==> src/rtl/dir_strobe_ctrl_pkg.sv <==
// Shared types and helpers for the direction-register write controller.
package dir_pkg;

  typedef enum logic {
    ARMED = 1'b0,
    HELD  = 1'b1
  } dir_state_e;

  localparam int MAX_REGS = 16;

  function automatic logic [MAX_REGS-1:0] onehot(input int unsigned idx);
    return MAX_REGS'(1) << idx;
  endfunction

endpackage

==> src/rtl/dir_strobe_edge.sv <==
// Strobe edge qualifier: one accept per rising edge of the qualified strobe.
module dir_strobe_edge
  import dir_pkg::*;
(
  input  logic clk,
  input  logic rst_n,
  input  logic q_i,
  output logic accept_o
);

  dir_state_e state_q;

  always_ff @(posedge clk or negedge rst_n) begin
    if (!rst_n) begin
      state_q <= ARMED;
    end else begin
      unique case (state_q)
        ARMED: if (q_i)  state_q <= HELD;
        HELD:  if (!q_i) state_q <= ARMED;
        default:         state_q <= ARMED;
      endcase
    end
  end

  // Accept is taken at the edge itself so the write lands one cycle later.
  assign accept_o = q_i & (state_q == ARMED);

endmodule

==> src/rtl/dir_strobe_ctrl.sv <==
// N-register direction write controller with ack/err and read-back.
// Define DIR_LOCK_EN to add lock_req and per-register write locks.
module dir_strobe_ctrl
  import dir_pkg::*;
#(
  parameter  int N_REGS = 4,
  parameter  int DATA_W = 8,
  localparam int ADDR_W = $clog2(N_REGS)
) (
  input  logic                     clk,
  input  logic                     rst_n,
  input  logic [DATA_W-1:0]        data_in,
  input  logic [ADDR_W-1:0]        addr_in,
  input  logic                     strob_in,
  input  logic                     choose_dir_reg,
`ifdef DIR_LOCK_EN
  input  logic                     lock_req,
`endif
  input  logic [ADDR_W-1:0]        rd_addr,
  output logic [N_REGS-1:0]        strob_out_to_reg,
  output logic [N_REGS*DATA_W-1:0] dir_out,
  output logic [DATA_W-1:0]        rd_data,
  output logic                     wr_ack,
  output logic                     wr_err
);

  logic q, accept;
  logic in_range, rd_in_range, locked;
  logic wr_ok, wr_rej;
  logic [MAX_REGS-1:0] dec;
  logic [N_REGS-1:0] strob_d, strob_q;
  logic [DATA_W-1:0] rd_d, rd_q;
  logic ack_q, err_q;
  logic [DATA_W-1:0] regs_q [N_REGS];

  assign q = strob_in & choose_dir_reg;

  dir_strobe_edge u_edge (
    .clk      (clk),
    .rst_n    (rst_n),
    .q_i      (q),
    .accept_o (accept)
  );

  assign in_range    = int'(addr_in) < N_REGS;
  assign rd_in_range = int'(rd_addr) < N_REGS;
  assign dec         = onehot(32'(addr_in));

`ifdef DIR_LOCK_EN
  logic [N_REGS-1:0] lock_q;
  assign locked = in_range & lock_q[addr_in];

  always_ff @(posedge clk or negedge rst_n) begin
    if (!rst_n) begin
      lock_q <= '0;
    end else if (wr_ok && lock_req) begin
      lock_q[addr_in] <= 1'b1;
    end
  end
`else
  assign locked = 1'b0;
`endif

  assign wr_ok   = accept & in_range & ~locked;
  assign wr_rej  = accept & ~wr_ok;
  assign strob_d = wr_ok ? dec[N_REGS-1:0] : '0;
  assign rd_d    = rd_in_range ? regs_q[rd_addr] : '0;

  always_ff @(posedge clk or negedge rst_n) begin
    if (!rst_n) begin
      strob_q <= '0;
      ack_q   <= 1'b0;
      err_q   <= 1'b0;
      rd_q    <= '0;
      for (int i = 0; i < N_REGS; i++) regs_q[i] <= '0;
    end else begin
      strob_q <= strob_d;
      ack_q   <= wr_ok;
      err_q   <= wr_rej;
      rd_q    <= rd_d;
      if (wr_ok) regs_q[addr_in] <= data_in;
    end
  end

  for (genvar g = 0; g < N_REGS; g++) begin : g_dir
    assign dir_out[g*DATA_W +: DATA_W] = regs_q[g];
  end

  assign strob_out_to_reg = strob_q;
  assign rd_data          = rd_q;
  assign wr_ack           = ack_q;
  assign wr_err           = err_q;

endmodule

==> config.mk <==
export PLATFORM = sky130hd
export DESIGN_NAME = dir_strobe_ctrl
export DESIGN_NICKNAME = d
export VERILOG_FILES = /design/src/rtl/dir_strobe_ctrl_pkg.sv /design/src/rtl/dir_strobe_edge.sv /design/src/rtl/dir_strobe_ctrl.sv
export SDC_FILE = /design/constraint.sdc
export NUM_CORES = 1
export LEC_CHECK = 0
export CORE_ASPECT_RATIO = 0.7
export CORE_MARGIN = 2
export CORE_UTILIZATION = 40
export CTS_CLUSTER_DIAMETER = 200
export CTS_CLUSTER_SIZE = 16
export DETAILED_ROUTE_END_ITERATION = 12
export HOLD_SLACK_MARGIN = 0.1
export PLACE_DENSITY = 0.78
export SLEW_MARGIN = 20
export SYNTH_ARGS = -nofsm -noshare
export SYNTH_HDL_FRONTEND = slang
export SYNTH_SLANG_ARGS = --single-unit
==> constraint.sdc <==
create_clock -name clk -period 1.6 [get_ports clk]
set_clock_uncertainty 0.1 [all_clocks]
set_input_delay 0.16 -clock clk [delete_from_list [all_inputs] [get_ports clk]]
set_output_delay 0.16 -clock clk [all_outputs]
set_load 0.02 [all_outputs]
# Yosys cells after proc, flatten, opt, wreduce, memory -nomap -nowiden

Cells that the tools add are included.

Flip-flop bits (word level): 46
Bits of input ports: 16
Output and inout bits: 46
Logic and storage cells: 26

Bitwise logic cells: 5
Shift operators: 1
Reductions and logical operators: 1
Multiplexer cells: 8
$lt $le $gt $ge: 3

Operators with widths:

| operator            | number |
|---|---|
| $bwmux 32           | 1 |
| $mux 8              | 3 |
| $bmux 8 s2          | 1 |
| $demux 8 s2         | 1 |
| $ge 3x3->1 const B  | 2 |
| $not 2->3           | 2 |
| $mux 4              | 1 |
| $shl 1x2->4 const A | 1 |
| $lt 3x1->1 const B  | 1 |
| $and 1x1->1         | 2 |
| $logic_and 1x1->1   | 1 |
| $mux 1              | 1 |
| $not 1->1           | 1 |

# Depth between registers and ports, before layout

Gate-level depths: netlist of run 1.

Depth after elaboration: 6
Mapped depth: 5
Gate-level depth less buffers: 3

# Hierarchy

A second synthesis of run 1 with hierarchy kept.

Cells, all modules: 100
Area, all modules: 1799.2 µm²

By module, submodules not included:

| module          | cells an instance | instances | area an instance (µm²) | seq. area each (µm²) |
|---|---|---|---|---|
| dir_strobe_ctrl | 98                | 1         | 1760.4                 | 1126.1 |
| dir_strobe_edge | 2                 | 1         | 38.8                   | 25.0 |

# Least setup slack after synthesis of run 1

No wires, ideal clock.

Kind: register to register
Start point: register u_edge.state_q
End point: register regs_q, in the netlist dir_out[16]
Arrival time: 1.304 ns
Library setup time: 0.125 ns
Buffers on the path: 2
Stages on the path, launching flop included: 6
Slack: 0.071 ns
Required time: 1.375 ns
Period minus slack after synthesis: 1.529 ns
Cell sequence: dfrtp_1 and3b_1 buf_6 and3b_1 buf_6 mux2_4

Word-level cells in the longest chain between the ends: 2

Ends and longest elaborated chain:

| item                           | line                  | RTL |
|---|---|---|
| start: declaration             | dir_strobe_edge.sv:11 | `dir_state_e state_q;` |
| start signal: assignment       | dir_strobe_edge.sv:15 | `state_q <= ARMED;` |
| start signal: assignment       | dir_strobe_edge.sv:18 | `ARMED: if (q_i) state_q <= HELD;` |
| start signal: assignment       | dir_strobe_edge.sv:19 | `HELD: if (!q_i) state_q <= ARMED;` |
| $not 1->1                      | dir_strobe_edge.sv:26 | `assign accept_o = q_i & (state_q == ARMED);` |
| $and 1x1->1                    | dir_strobe_edge.sv:26 |  |
| via accept                     | dir_strobe_ctrl.sv:27 | `logic q, accept;` |
| end signal: indexed assignment | dir_strobe_ctrl.sv:81 | `if (wr_ok) regs_q[addr_in] <= data_in;` |
| end: declaration               | dir_strobe_ctrl.sv:34 | `logic [DATA_W-1:0] regs_q [N_REGS];` |

The timed path passes the listed nets, and every way through them passes these cells.
A chain may end at the register's enable or synchronous reset.

# Final worst setup path of run 1

Start point: register regs_q, in the netlist dir_out[5]
End point: output dir_out[5]

RTL lines:

| item             | line                  | RTL |
|---|---|---|
| end: declaration | dir_strobe_ctrl.sv:21 | `output logic [N_REGS*DATA_W-1:0] dir_out,` |

No word-level cell between the ends.

==> results of run 1 <==
-- per-layer routing --
layer,part of all wire,wire length [um],global-route usage,up-vias
li1,-,-,-,513
met1,0.45,1883,0.2388,592
met2,0.48,1988,0.2746,48
met3,0.067,279,0.06395,2
met4,0.0046,19,0.04082,0
met5,0,0,0,-
-- stage by stage --
stage / power, W / instance area [sq um] / setup WS, ps / cells / setup TNS [ps]
global placement: 0.002891 / 2587 / -160.2 / 224 / -2785
detailed placement: 0.002928 / 2587 / -221.0 / 224 / -3919
CTS: 0.003801 / 2708 / 4.683 / 232 / 0
finish: 0.003728 / 2764 / 41.76 / 232 / 0
floorplan: 0.002227 / 1839 / 70.96 / 101 / 0
global route: 0.003908 / 2764 / 0.5851 / 232 / 0
-- repair_timing --
item | CTS | global route
hold buffers | 1 | 0
resized for setup | 2 | 23
setup endpoints to repair | 2 | 27
hold endpoints to repair | 46 | 0
-- layout make-up --
cell class,instances,area share
flip-flops and latches,46,0.4165
repair buffers,74,0.2825
multi-input cells,47,0.2313
clock buffers,6,0.02988
well taps,55,0.02490
clock inverters,1,0.01086
inverters,3,0.004074
-- power by group through the flow --
stage / Combinational (W) / Sequential, W / Clock [W]
6_report: 0.00126 / 0.00160 / 0.000867
4_1_cts: 0.00130 / 0.00160 / 0.000893
3_5_place_dp: 0.00131 / 0.00162 / 0
5_1_grt: 0.00132 / 0.00163 / 0.000953
3_3_place_gp: 0.00128 / 0.00161 / 0
2_1_floorplan: 0.000321 / 0.00191 / 0
-- cell usage after synthesis --
master    instances
dfrtp_1          46
mux2_2           24
mux2_4            8
mux4_2            8
inv_1             3
and3b_1           2
buf_6             2
buf_1             1
buf_2             1
buf_4             1
conb_1            1
nand2_1           1
nand3_2           1
nand3b_2          1
nor4_4            1
-- how the worst min path moves through the flow --
stage	from	endpoint	slack, ps	cells after the start
floorplan	rst_n	dir_out[0]	-240	0
global placement	rst_n	rd_data[7]	170	2
detailed placement	rst_n	strob_out_to_reg[3]	180	2
CTS	rst_n	dir_out[7]	400	3
global route	rst_n	dir_out[7]	430	3
finish	rst_n	dir_out[7]	370	3
-- kinds of logic (layout without fill, tap and decap cells) --
kind of cell / after synthesis / after routing / share of synthesized area
simple gates: 6 / 6 / 0.03469
buf+inv: 8 / 84 / 0.02721
other cells: 1 / 1 / 0.002039
mux: 40 / 40 / 0.3102
flops: 46 / 46 / 0.6258
==> metrics.txt, run 1 <==
Clk network pwr share 0.233; leak pwr 1.430 nW; I/O Pins 62; TritonCTS clock tree done; initial antenna violation count 0; Chip Height 60.74 um; number of global-route vias before repair 1,229; fillcell total 320; Hold Fails Final Rpt 0; post-CTS setup buffer count 0; Worst-Skew Late Latency 290 ps; Syn Area/Cell 18.21 sq um; largest net degree at the start of global routing 47; CP delay by family, top buffers and inverters; Synth area leaders dfrtp_1 (63%), mux2_2 (15%), mux4_2 (9.8%); Yosys reg bits 46; sequential power share 0.428; Fmax achieved 0.6418 GHz; root buffer cell clkbuf_8; H-tree depth 2; initial cell density of the core 0.4200; crit-path max FO 3; Psw 0.001112 W; worst-margin pin slew 556.5 ps; fin. max-slew vios 0; Post-Syn Nets 117; total clock buffers created by CTS 5; CP endpoint kind primary output; total track usage 0.1752; FP Rows 20; commonest cells after routing, fill and taps aside dfrtp_1 (46), clkdlybuf4s50_1 (35), mux2_2 (24); largest stage delay on the critical path 620 ps; Ys Warns 0; Tmin final 1558 ps; Largest register FFs 32; # setup viols final 0; Cell Area, Synth 0.001839 sq mm; R2R cell count 4; hold slack final 374.6 ps; crit start category register; Seq/Total Area, Yosys 0.6259; Total Nets Final 193; Int Power 0.002617 W; first-pass GRT wire length 6.582 mm; drt total wl 4.170 mm; Clk pin slew, worst setup/hold paths 80 ps; Synth Instances 101; global route total overflow 0; die area 0.005166 sq mm; GP Congestion 0.7860; class of the worst hold path primary input to asynchronous set/reset pin; Critical Path RT 1340 ps; launching point of the worst reg2reg path u_edge.state_q; DRT antenna net count 0; critical path depth in cells 1; DR WL/cell 17.97 um; status completed; CP max stage cell clkdlybuf4s50_1; Max transition margin 0.6290; final critical-path share of the clock period 0.9739; core area 0.004379 sq mm; commonest non-fill, non-tap cell in the layout dfrtp_1; area of the multi-input gates 639.4 sq um; router iterations before antenna repair 4; Post-DP HPWL 2.966 mm; final core occ 0.6311; RSZ-0062 raised after global routing no; number of diodes 0; share of cells above drive strength 1 0.3672; Max-Cap Viols 0; CP startpoint dir_out[5]; Area Overhead vs Synth 50.27%; clk sinks 46; FF+latch area 0.001151 sq mm; Sw Ratio 0.2981; DRC viols 0; Vias/cell 4.978; critical-path cell list clkdlybuf4s50_1; worst setup path class register to primary output; Pwr Density 1349 mW/mm^2; crit path to dir_out[5]; area leader, netlist dfrtp_1; critical path arrival 1300 ps; I/O Buffers 60; area share of the largest cell type after synthesis 0.6259; vias after detailed routing 1,155; Worst VDD drop 751.5 uV; 1st-iter DRT viols 100; Netlist cell types 15; Comb pwr share 0.339; WP buf/inv 1; FF-to-FF End dir_out[17]; Worst R2R Setup Slack 60 ps; clock buffer depth 2; chip width 85.05 um
No activity file was read; power rests on OpenSTA's default activity.
==> run 2: changes to the inputs <==
SETUP_SLACK_MARGIN = 0.05   (was not set)
==> metrics.txt, run 2 (same netlist as run 1, synthesis figures left out) <==
status completed; share of cells above drive strength 1 0.3729; CP delay by family, top simple AND/OR/NAND/NOR gates; GP Congestion 0.7860; total clock buffers created by CTS 5; post-route cell area 0.002698 sq mm; Max-Cap Viols 0; H-tree depth 2; die area 0.005166 sq mm; critical path's most frequent cell and3b_2; Worst-Skew Late Latency 290 ps; critical path arrival 1610 ps; worst-margin pin slew 556.6 ps; initial antenna violation count 0; FP Rows 20; R2R cell count 4; fin. max-slew vios 0; Clk pin slew, worst setup/hold paths 80 ps; post-CTS setup buffer count 0; crit-path max FO 9; number of diodes 0; area of the multi-input gates 640.6 sq um; router iterations before antenna repair 4; Largest register FFs 32; Pwr Density 1348 mW/mm^2; core area 0.004379 sq mm; chip width 85.05 um; Vias/cell 4.897; final critical-path share of the clock period 0.9564; DRC viols 0; commonest cells after routing, fill and taps aside dfrtp_1 (46), clkdlybuf4s50_1 (26), dlygate4sd2_1 (26); Total Nets Final 193; TritonCTS clock tree done; global route total overflow 0; CP startpoint u_edge.state_q; Tmin final 1530 ps; Chip Height 60.74 um; total track usage 0.1758; class of the worst hold path primary input to asynchronous set/reset pin; fillcell total 334; CP max stage cell dfrtp_1; pre-CTS WS -221.0 ps; 1st-iter DRT viols 98; Max transition margin 0.6289; TNS Setup 0 ps; initial cell density of the core 0.4200; post-place instance area 0.002587 sq mm; largest stage delay on the critical path 380 ps; drt total wl 4.131 mm; root buffer cell clkbuf_8; Worst R2R Setup Slack 70 ps; leak pwr 1.314 nW; post-route setup slack 69.76 ps; DR WL/cell 17.81 um; vias after detailed routing 1,136; FF-to-FF End dir_out[17]; clock buffer depth 2; launching point of the worst reg2reg path u_edge.state_q; crit start category register; Post-DP HPWL 2.966 mm; final core occ 0.6160; worst setup path class register to register; Critical Path RT 1680 ps; commonest non-fill, non-tap cell in the layout dfrtp_1; number of global-route vias before repair 1,221; I/O Pins 62; critical path depth in cells 4; first-pass GRT wire length 6.610 mm; critical-path cell list and3b_2 > and3b_2 > buf_12 > mux2_4; clk sinks 46; Worst VDD drop 659.8 uV; crit path to dir_out[17]; RSZ-0062 raised after global routing yes; I/O Buffers 60; largest net degree at the start of global routing 47; FF+latch area 0.001151 sq mm; DRT antenna net count 0; # setup viols final 0; Tot Pwr 0.003636 W; CP endpoint kind register; WP buf/inv 1; Fmax achieved 0.6535 GHz; Hold Fails Final Rpt 0; Area Overhead vs Synth 46.67%
## run 2: cell count changes in the layout (fill, tap and decap cells not counted)
cell / previous run / this run
and3b_1: 1 / 0
clkdlybuf4s50_1: 35 / 26
and3b_2: 1 / 2
dlygate4sd2_1: 2 / 26
dlymetal6s2s_1: 22 / 7
## run 2: where the power goes
group	total (W)	internal, W	switching, W
Combinational	0.00117	0.000611	0.000564
Sequential	0.00159	0.00142	0.000174
Clock	0.000868	0.000500	0.000369
## run 2: timing repair
action | in CTS | in global routing
setup endpoints to repair | 34 | 18
gates cloned | 0 | 0
pin swaps | 0 | 1
hold buffers | 1 | 0
hold endpoints to repair | 46 | 0
resized for setup | 28 | 7
## run 2: worst min-delay path by stage
| stage | from | endpoint | slack [ps] | cells after the start |
|---|---|---|---|---|
| after detailed placement | rst_n | strob_out_to_reg[3] | 180 | 2 |
| after global placement | rst_n | rd_data[7] | 170 | 2 |
| final | rst_n | dir_out[7] | 370 | 3 |
| after global routing | rst_n | dir_out[2] | 430 | 3 |
| after CTS | rst_n | dir_out[7] | 400 | 3 |
| after floorplan | rst_n | dir_out[0] | -240 | 0 |
## run 2: per-layer routing
metal,track usage,share of wire,vias to the layer above
met2,0.2768,0.47,44
met1,0.2388,0.47,579
li1,-,-,511
met5,0,0,-
met3,0.06395,0.055,2
met4,0.04082,0.0044,0
## run 2: tightest hold or removal path, delay by kind of cell
kind	cells	cell delay, ps
buffers and inverters	3	1060
## run 2: stage by stage
step / std cells / hold WS [ps]
3_3_place_gp: 224 / 165.6
5_1_grt: 232 / 431.3
6_report: 232 / 369.1
2_1_floorplan: 101 / -235.6
3_5_place_dp: 224 / 179.8
4_1_cts: 232 / 399.9
## run 2: layout make-up
type	count	area share
flip-flops and latches	46	0.4267
well taps	55	0.02551
multi-input cells	47	0.2375
repair buffers	74	0.2644
clock buffers	6	0.03061
inverters	3	0.004174
clock inverters	1	0.01113
